$ cat config.mk
export PLATFORM = sky130hd
export DESIGN_NAME = des_round_ctrl
export DESIGN_NICKNAME = d
export VERILOG_FILES = /design/src/rtl/des_pkg.sv /design/src/rtl/des_ip.sv /design/src/rtl/des_ip_inv.sv /design/src/rtl/des_key_sched.sv /design/src/rtl/des_pc1.sv /design/src/rtl/des_pc2.sv /design/src/rtl/des_round_ctrl.sv
export SDC_FILE = /design/constraint.sdc
export NUM_CORES = 1
export LEC_CHECK = 0
export ABC_AREA = 1
export CAP_MARGIN = 40
export CORE_ASPECT_RATIO = 2
export CORE_MARGIN = 5
export CORE_UTILIZATION = 45
export CTS_BUF_LIST = sky130_fd_sc_hd__clkbuf_16
export DETAILED_ROUTE_END_ITERATION = 12
export PLACE_DENSITY = 0.75
export SLEW_MARGIN = 20
export SYNTH_ARGS = -nofsm -noshare
export SYNTH_HDL_FRONTEND = slang
export SYNTH_HIERARCHICAL = 1
export SYNTH_SLANG_ARGS = --single-unit
export TNS_END_PERCENT = 1
$ cat constraint.sdc
create_clock -name clk -period 6.1 [get_ports clk]
set_input_delay 1.22 -clock clk [delete_from_list [all_inputs] [get_ports clk]]
set_output_delay 1.22 -clock clk [all_outputs]
set_load 0.01 [all_outputs]
$ cat src/rtl/des_pkg.sv
// Shared DES controller constants, state encoding, permutation tables and 28-bit rotate helpers.
// Bit numbering follows DES: bit 1 is the MSB of each [N:1] vector.
package des_pkg;

  localparam logic [4:0] DES_ROUNDS = 5'd16;

  localparam logic [1:0] SHIFT [16] = '{
    2'd1, 2'd1, 2'd2, 2'd2, 2'd2, 2'd2, 2'd2, 2'd2,
    2'd1, 2'd2, 2'd2, 2'd2, 2'd2, 2'd2, 2'd2, 2'd1
  };

  typedef enum logic [1:0] {IDLE, ROUND, DONE} state_t;

  localparam int unsigned IP_T [64] = '{
    58, 50, 42, 34, 26, 18, 10, 2,  60, 52, 44, 36, 28, 20, 12, 4,
    62, 54, 46, 38, 30, 22, 14, 6,  64, 56, 48, 40, 32, 24, 16, 8,
    57, 49, 41, 33, 25, 17,  9, 1,  59, 51, 43, 35, 27, 19, 11, 3,
    61, 53, 45, 37, 29, 21, 13, 5,  63, 55, 47, 39, 31, 23, 15, 7
  };

  localparam int unsigned IPINV_T [64] = '{
    40, 8, 48, 16, 56, 24, 64, 32,  39, 7, 47, 15, 55, 23, 63, 31,
    38, 6, 46, 14, 54, 22, 62, 30,  37, 5, 45, 13, 53, 21, 61, 29,
    36, 4, 44, 12, 52, 20, 60, 28,  35, 3, 43, 11, 51, 19, 59, 27,
    34, 2, 42, 10, 50, 18, 58, 26,  33, 1, 41,  9, 49, 17, 57, 25
  };

  localparam int unsigned PC1_T [56] = '{
    57, 49, 41, 33, 25, 17,  9,  1, 58, 50, 42, 34, 26, 18,
    10,  2, 59, 51, 43, 35, 27, 19, 11,  3, 60, 52, 44, 36,
    63, 55, 47, 39, 31, 23, 15,  7, 62, 54, 46, 38, 30, 22,
    14,  6, 61, 53, 45, 37, 29, 21, 13,  5, 28, 20, 12,  4
  };

  localparam int unsigned PC2_T [48] = '{
    14, 17, 11, 24,  1,  5,  3, 28, 15,  6, 21, 10,
    23, 19, 12,  4, 26,  8, 16,  7, 27, 20, 13,  2,
    41, 52, 31, 37, 47, 55, 30, 40, 51, 45, 33, 48,
    44, 49, 39, 56, 34, 53, 46, 42, 50, 36, 29, 32
  };

  // Shift amount for a 1-based round number.
  function automatic logic [1:0] shift_of(input logic [4:0] rnd);
    logic [3:0] k;
    k = 4'(rnd - 5'd1);
    return SHIFT[k];
  endfunction

  function automatic logic [28:1] rol28(input logic [28:1] x, input logic [1:0] n);
    case (n)
      2'd1:    rol28 = {x[27:1], x[28]};
      2'd2:    rol28 = {x[26:1], x[28:27]};
      default: rol28 = x;
    endcase
  endfunction

  function automatic logic [28:1] ror28(input logic [28:1] x, input logic [1:0] n);
    case (n)
      2'd1:    ror28 = {x[1], x[28:2]};
      2'd2:    ror28 = {x[2:1], x[28:3]};
      default: ror28 = x;
    endcase
  endfunction

endpackage

$ cat src/rtl/des_ip.sv
// DES initial permutation.
module des_ip
  import des_pkg::*;
(
  input  logic [64:1] din,
  output logic [64:1] dout
);
  for (genvar j = 1; j <= 64; j++) begin : g_bit
    assign dout[65-j] = din[65-IP_T[j-1]];
  end
endmodule

$ cat src/rtl/des_ip_inv.sv
// DES inverse initial permutation.
module des_ip_inv
  import des_pkg::*;
(
  input  logic [64:1] din,
  output logic [64:1] dout
);
  for (genvar j = 1; j <= 64; j++) begin : g_bit
    assign dout[65-j] = din[65-IPINV_T[j-1]];
  end
endmodule

$ cat src/rtl/des_key_sched.sv
// DES key schedule: C/D registers, per-round rotate (left for encrypt, right for decrypt), PC-2.
module des_key_sched
  import des_pkg::*;
(
  input  logic        clk,
  input  logic        rst,
  input  logic        load,
  input  logic        step,
  input  logic        decrypt,
  input  logic [4:0]  round,
  input  logic [56:1] cd_init,
  output logic [48:1] subkey
);
  logic [28:1] c_q, d_q, c_rot, d_rot;
  logic [56:1] pc2_in;
  logic [1:0]  sh;

  // Encrypt rotates before PC-2; decrypt uses C/D as-is and rotates back afterwards.
  always_comb begin
    sh     = decrypt ? shift_of(5'd17 - round) : shift_of(round);
    c_rot  = decrypt ? ror28(c_q, sh) : rol28(c_q, sh);
    d_rot  = decrypt ? ror28(d_q, sh) : rol28(d_q, sh);
    pc2_in = decrypt ? {c_q, d_q} : {c_rot, d_rot};
  end

  des_pc2 u_pc2 (
    .din  (pc2_in),
    .dout (subkey)
  );

  always_ff @(posedge clk or posedge rst) begin
    if (rst) begin
      c_q <= '0;
      d_q <= '0;
    end else if (load) begin
      c_q <= cd_init[56:29];
      d_q <= cd_init[28:1];
    end else if (step) begin
      c_q <= c_rot;
      d_q <= d_rot;
    end
  end
endmodule

$ cat src/rtl/des_pc1.sv
// DES permuted choice 1: 64-bit key to 56-bit C||D; parity bits are discarded.
module des_pc1
  import des_pkg::*;
(
  input  logic [64:1] din,
  output logic [56:1] dout
);
  logic unused_parity;

  for (genvar j = 1; j <= 56; j++) begin : g_bit
    assign dout[57-j] = din[65-PC1_T[j-1]];
  end

  assign unused_parity = ^{din[57], din[49], din[41], din[33], din[25], din[17], din[9], din[1]};
endmodule

$ cat src/rtl/des_pc2.sv
// DES permuted choice 2: 56-bit C||D to 48-bit round subkey.
module des_pc2
  import des_pkg::*;
(
  input  logic [56:1] din,
  output logic [48:1] dout
);
  logic unused_dropped;

  for (genvar j = 1; j <= 48; j++) begin : g_bit
    assign dout[49-j] = din[57-PC2_T[j-1]];
  end

  // DES bits 9,18,22,25,35,38,43,54 are not selected by PC-2.
  assign unused_dropped = ^{din[48], din[39], din[35], din[32], din[22], din[19], din[14], din[3]};
endmodule

$ cat src/rtl/des_round_ctrl.sv
// Iterative DES controller: IP, 16 Feistel rounds (external f-function), final swap and IP-inverse.
// Optional macro DES_KEY_PARITY_CHECK_EN adds a registered key_parity_err output.
module des_round_ctrl
  import des_pkg::*;
(
  input  logic        clk,
  input  logic        rst,
  input  logic        in_valid,
  output logic        in_ready,
  input  logic        decrypt,
  input  logic [64:1] data_in,
  input  logic [64:1] key_in,
  output logic [32:1] f_r,
  output logic [48:1] f_subkey,
  input  logic [32:1] f_result,
  output logic        out_valid,
  input  logic        out_ready,
  output logic [64:1] data_out,
  output logic [4:0]  round_idx
`ifdef DES_KEY_PARITY_CHECK_EN
  ,
  output logic        key_parity_err
`endif
);
  state_t      state, state_nxt;
  logic [32:1] l_q, r_q, l_nxt, r_nxt;
  logic [64:1] ip_out, ipinv_out, data_q;
  logic [56:1] pc1_out;
  logic [48:1] subkey;
  logic [4:0]  round_q;
  logic        dec_q, ov_q, accept, last_round, in_round;

  des_ip u_ip (
    .din  (data_in),
    .dout (ip_out)
  );

  des_pc1 u_pc1 (
    .din  (key_in),
    .dout (pc1_out)
  );

  // Final swap folded in: IP-inverse sees R16||L16 from the next-state values.
  des_ip_inv u_ipinv (
    .din  ({r_nxt, l_nxt}),
    .dout (ipinv_out)
  );

  des_key_sched u_ks (
    .clk     (clk),
    .rst     (rst),
    .load    (accept),
    .step    (in_round),
    .decrypt (dec_q),
    .round   (round_q),
    .cd_init (pc1_out),
    .subkey  (subkey)
  );

  always_comb begin
    state_nxt  = state;
    accept     = 1'b0;
    last_round = 1'b0;
    unique case (state)
      IDLE: begin
        if (in_valid) begin
          accept    = 1'b1;
          state_nxt = ROUND;
        end
      end
      ROUND: begin
        if (round_q == DES_ROUNDS) begin
          last_round = 1'b1;
          state_nxt  = DONE;
        end
      end
      DONE: begin
        if (out_ready) state_nxt = IDLE;
      end
      default: state_nxt = IDLE;
    endcase
  end

  always_comb begin
    in_ready = (state == IDLE);
    in_round = (state == ROUND);
    l_nxt    = r_q;
    r_nxt    = l_q ^ f_result;
    f_r      = in_round ? r_q : '0;
    f_subkey = in_round ? subkey : '0;
  end

  assign out_valid = ov_q;
  assign data_out  = data_q;
  assign round_idx = round_q;

  always_ff @(posedge clk or posedge rst) begin
    if (rst) state <= IDLE;
    else     state <= state_nxt;
  end

  always_ff @(posedge clk or posedge rst) begin
    if (rst) begin
      l_q     <= '0;
      r_q     <= '0;
      dec_q   <= 1'b0;
      round_q <= '0;
      data_q  <= '0;
      ov_q    <= 1'b0;
    end else if (accept) begin
      {l_q, r_q} <= ip_out;
      dec_q      <= decrypt;
      round_q    <= 5'd1;
    end else if (in_round) begin
      l_q <= l_nxt;
      r_q <= r_nxt;
      if (last_round) begin
        data_q  <= ipinv_out;
        ov_q    <= 1'b1;
        round_q <= '0;
      end else begin
        round_q <= round_q + 5'd1;
      end
    end else if (state == DONE && out_ready) begin
      ov_q <= 1'b0;
    end
  end

`ifdef DES_KEY_PARITY_CHECK_EN
  logic par_bad;

  // Each key byte must have odd parity; the flag never stalls processing.
  always_comb begin
    par_bad = 1'b0;
    for (int unsigned b = 0; b < 8; b++) begin
      if (!(^key_in[b*8+1 +: 8])) par_bad = 1'b1;
    end
  end

  always_ff @(posedge clk or posedge rst) begin
    if (rst)         key_parity_err <= 1'b0;
    else if (accept) key_parity_err <= par_bad;
  end
`endif

endmodule

==> flow_summary.ini <==
[setup_path]
cp-start-kind = register
worstPathRequired_ns = 4.88
crit_type = register to primary output
reg2regPathDepth = 7
r2r-start = state[0]$_DFFE_PP0P_
r2r_slack_ns = 3.19
critical_path_peak_fanout = 48
startpoint = round_idx[0]$_DFFE_PP0P_
critPathCapture = f_subkey[48]
cp-end-kind = primary output
r2r-end = u_ks/d_q[16]$_DFFE_PP0P_
critPathArrivalTime_ns = 3.82

[power]
p_int_mw = 5.009
seqPwrFrac_pct = 24.8
p_sw_share_pct = 47.90
power_density_nw_per_um2 = 594.0
power_frac_comb_pct = 63.3
p_sw_mw = 4.606
vdd_drop_max_uv = 338.6
leakage_nw = 8.799
p_clk_share_pct = 11.9

[floorplan]
fp.dieW_um = 134.4
core_area_um2 = 30740
initial_utilization_pct = 45.28
die_area_um2 = 34760
die-height_um = 258.7
fp-row-count = 91
io_pins = 316

[clock_tree]
clock_path_buffers = 2
holdBufCountCts = 0
cts_root_buf = clkbuf_16
cts.sinks = 193
clkTransAtPathRegs_ns = 0.07
cts_setup_buffers = 0
tritoncts = built
clk_latency_ns = 0.45
cts.repair.resized = 0
cts_htree_levels = 4
cts-buffers-inserted = 17

[final_layout]
fin_util_pct = 52.65
final_cell_count_no_fill = 2574
final_layout_size_suffix_gt1_share_pct = 3.506
synthToLayoutAreaGrowth_pct = 16.29
nNetsFinal = 2353

[sta]
fin_crit_ns = 5.043
setup-violations-final = 0
tns_ns = 0
slew-limit-headroom_pct = 47.45
skew_ns = 0.01120
tightest_slew_ns = 0.7882
fmax_ghz = 0.1983
hold_viol_final = 0
fin_crit_sh_pct = 82.68
rsz0062_at_grt = false
drv_slew = 0

[detailed_routing]
vias = 12840
drcViolationCount = 0
route.detailed.wl_per_inst_um = 15.27
first_pass_iters = 6
vias_per_cell = 4.986
drt_iter0_markers = 1064
drt_wl_total_um = 39300
ant_nets = 0

[global_route]
grt_usage_pct = 22.27
grt_pass1_vias = 12710
antenna_found_initial = 7
grt_use_met3_pct = 3.710
grt_pass1_wl_um = 62730
grt.busiest_layer = met2
grtUsageMet2_pct = 40.52
use_met1_pct = 24.58
grt_max_degree = 82
overflow = 0

[synthesis]
synth_fp_nets = 2339
synth.avg_cell_area_um2 = 6.415
synth_area_um2 = 13920
syn_inst = 2170
yosys_warnings = 6

[hold_path]
holdCritPathClass = register to register

[placement]
gp_congestion = 0.8434
dp.cells = 2533
io_buffers = 307
dpl.hpwl_um = 27230

[flow_run]
cap_violations = 0

[run_status]
outcome = completed
sequential cells by signal, indices dropped and copies added (netlist names):
register   flops
data_out      64
dec_q          1
l_nxt         32
l_q           32
out_valid      1
round_idx      5
state          2
u_ks/c_q      28
u_ks/d_q      28
power groups by stage:
stage               registers, mW  clock network, mW  logic (mW)
floorplan                    2.40                  0        4.34
global placement             2.37                  0        5.89
detailed placement           2.40                  0        6.05
CTS                          2.38               1.17        6.09
global route                 2.48               1.22        6.82
finish                       2.39               1.15        6.08
final cells by class:
type                            instances  area [um2]
Timing Repair Buffer                  333        3381
Multi-Input combinational cell       1315        5693
Clock inverter                         14       153.9
Antenna cell                            6       15.01
Sequential cell                       193        4831
Tap cell                              372       465.4
Inverter                              324        1222
Clock buffer                           17       425.4
Fill cell                            2974       14560
worst min-delay path by stage:
stage                              from                  endpoint  slack [ns]  cells past startpoint
2_1_floorplan       l_q[28]$_DFFE_PP0P_       l_q[28]$_DFFE_PP0P_        0.47                      2
4_1_cts           out_valid$_DFFE_PP0P_     out_valid$_DFFE_PP0P_        0.49                      2
5_1_grt        data_out[47]$_DFFE_PP0P_  data_out[47]$_DFFE_PP0P_        0.51                      2
3_3_place_gp      out_valid$_DFFE_PP0P_     out_valid$_DFFE_PP0P_        0.46                      2
3_5_place_dp      out_valid$_DFFE_PP0P_     out_valid$_DFFE_PP0P_        0.47                      2
6_report          out_valid$_DFFE_PP0P_     out_valid$_DFFE_PP0P_        0.49                      2
worst max-delay path, cell delays in order, from the launching register on:
cell and delay, ns:
dfrtp_1 0.47, inv_1 0.14, ha_1 0.33, inv_1 0.06, nand3_1 0.08, nand3_2 0.10, nand2_4 0.23, nand2_4 0.47
buf_4 0.35, nand2_1 0.09, o21ai_1 0.08, nand2_1 0.08, o21ai_0 0.13, inv_1 0.08, nor2_1 0.12, clkdlybuf4s50_1 0.55
through the flow:
stage	area, um2	setup WS (ns)	hold WS (ns)	power (mW)
5_1_grt	16190	0.7151	0.5090	10.51
4_1_cts	16070	1.010	0.4914	9.644
3_3_place_gp	15430	1.543	0.4647	8.258
3_5_place_dp	15490	1.515	0.4745	8.454
6_report	16190	1.057	0.4885	9.615
2_1_floorplan	13920	1.212	0.4707	6.737
cells in the final DEF (no fill, tap or decap), types with 2 or more instances in the layout:
| cell | instances |
|---|---|
| nand2_1 | 846 |
| inv_1 | 317 |
| clkdlybuf4s50_1 | 307 |
| dfrtp_1 | 192 |
| nor2_1 | 108 |
| o21ai_1 | 96 |
| o21ai_0 | 88 |
| nand3_1 | 80 |
| a22oi_1 | 43 |
| nand3b_1 | 32 |
| buf_4 | 19 |
| clkbuf_16 | 17 |
| diode_2 | 6 |
| nor2_4 | 4 |
| inv_2 | 4 |
| ha_1 | 4 |
| clkinvlp_4 | 4 |
| buf_16 | 4 |
| clkinv_2 | 3 |
| inv_6 | 3 |
| nand2_4 | 3 |
| inv_8 | 3 |
| nand2_2 | 2 |
| nand4_1 | 2 |
| clkinv_8 | 2 |
| buf_12 | 2 |
metal layers:
layer	wire (um)	vias up
met4	1514	2
met2	20490	457
li1	-	6347
met1	15100	5938
met3	2179	91
met5	13	-
(Power assumes the default switching activity.)
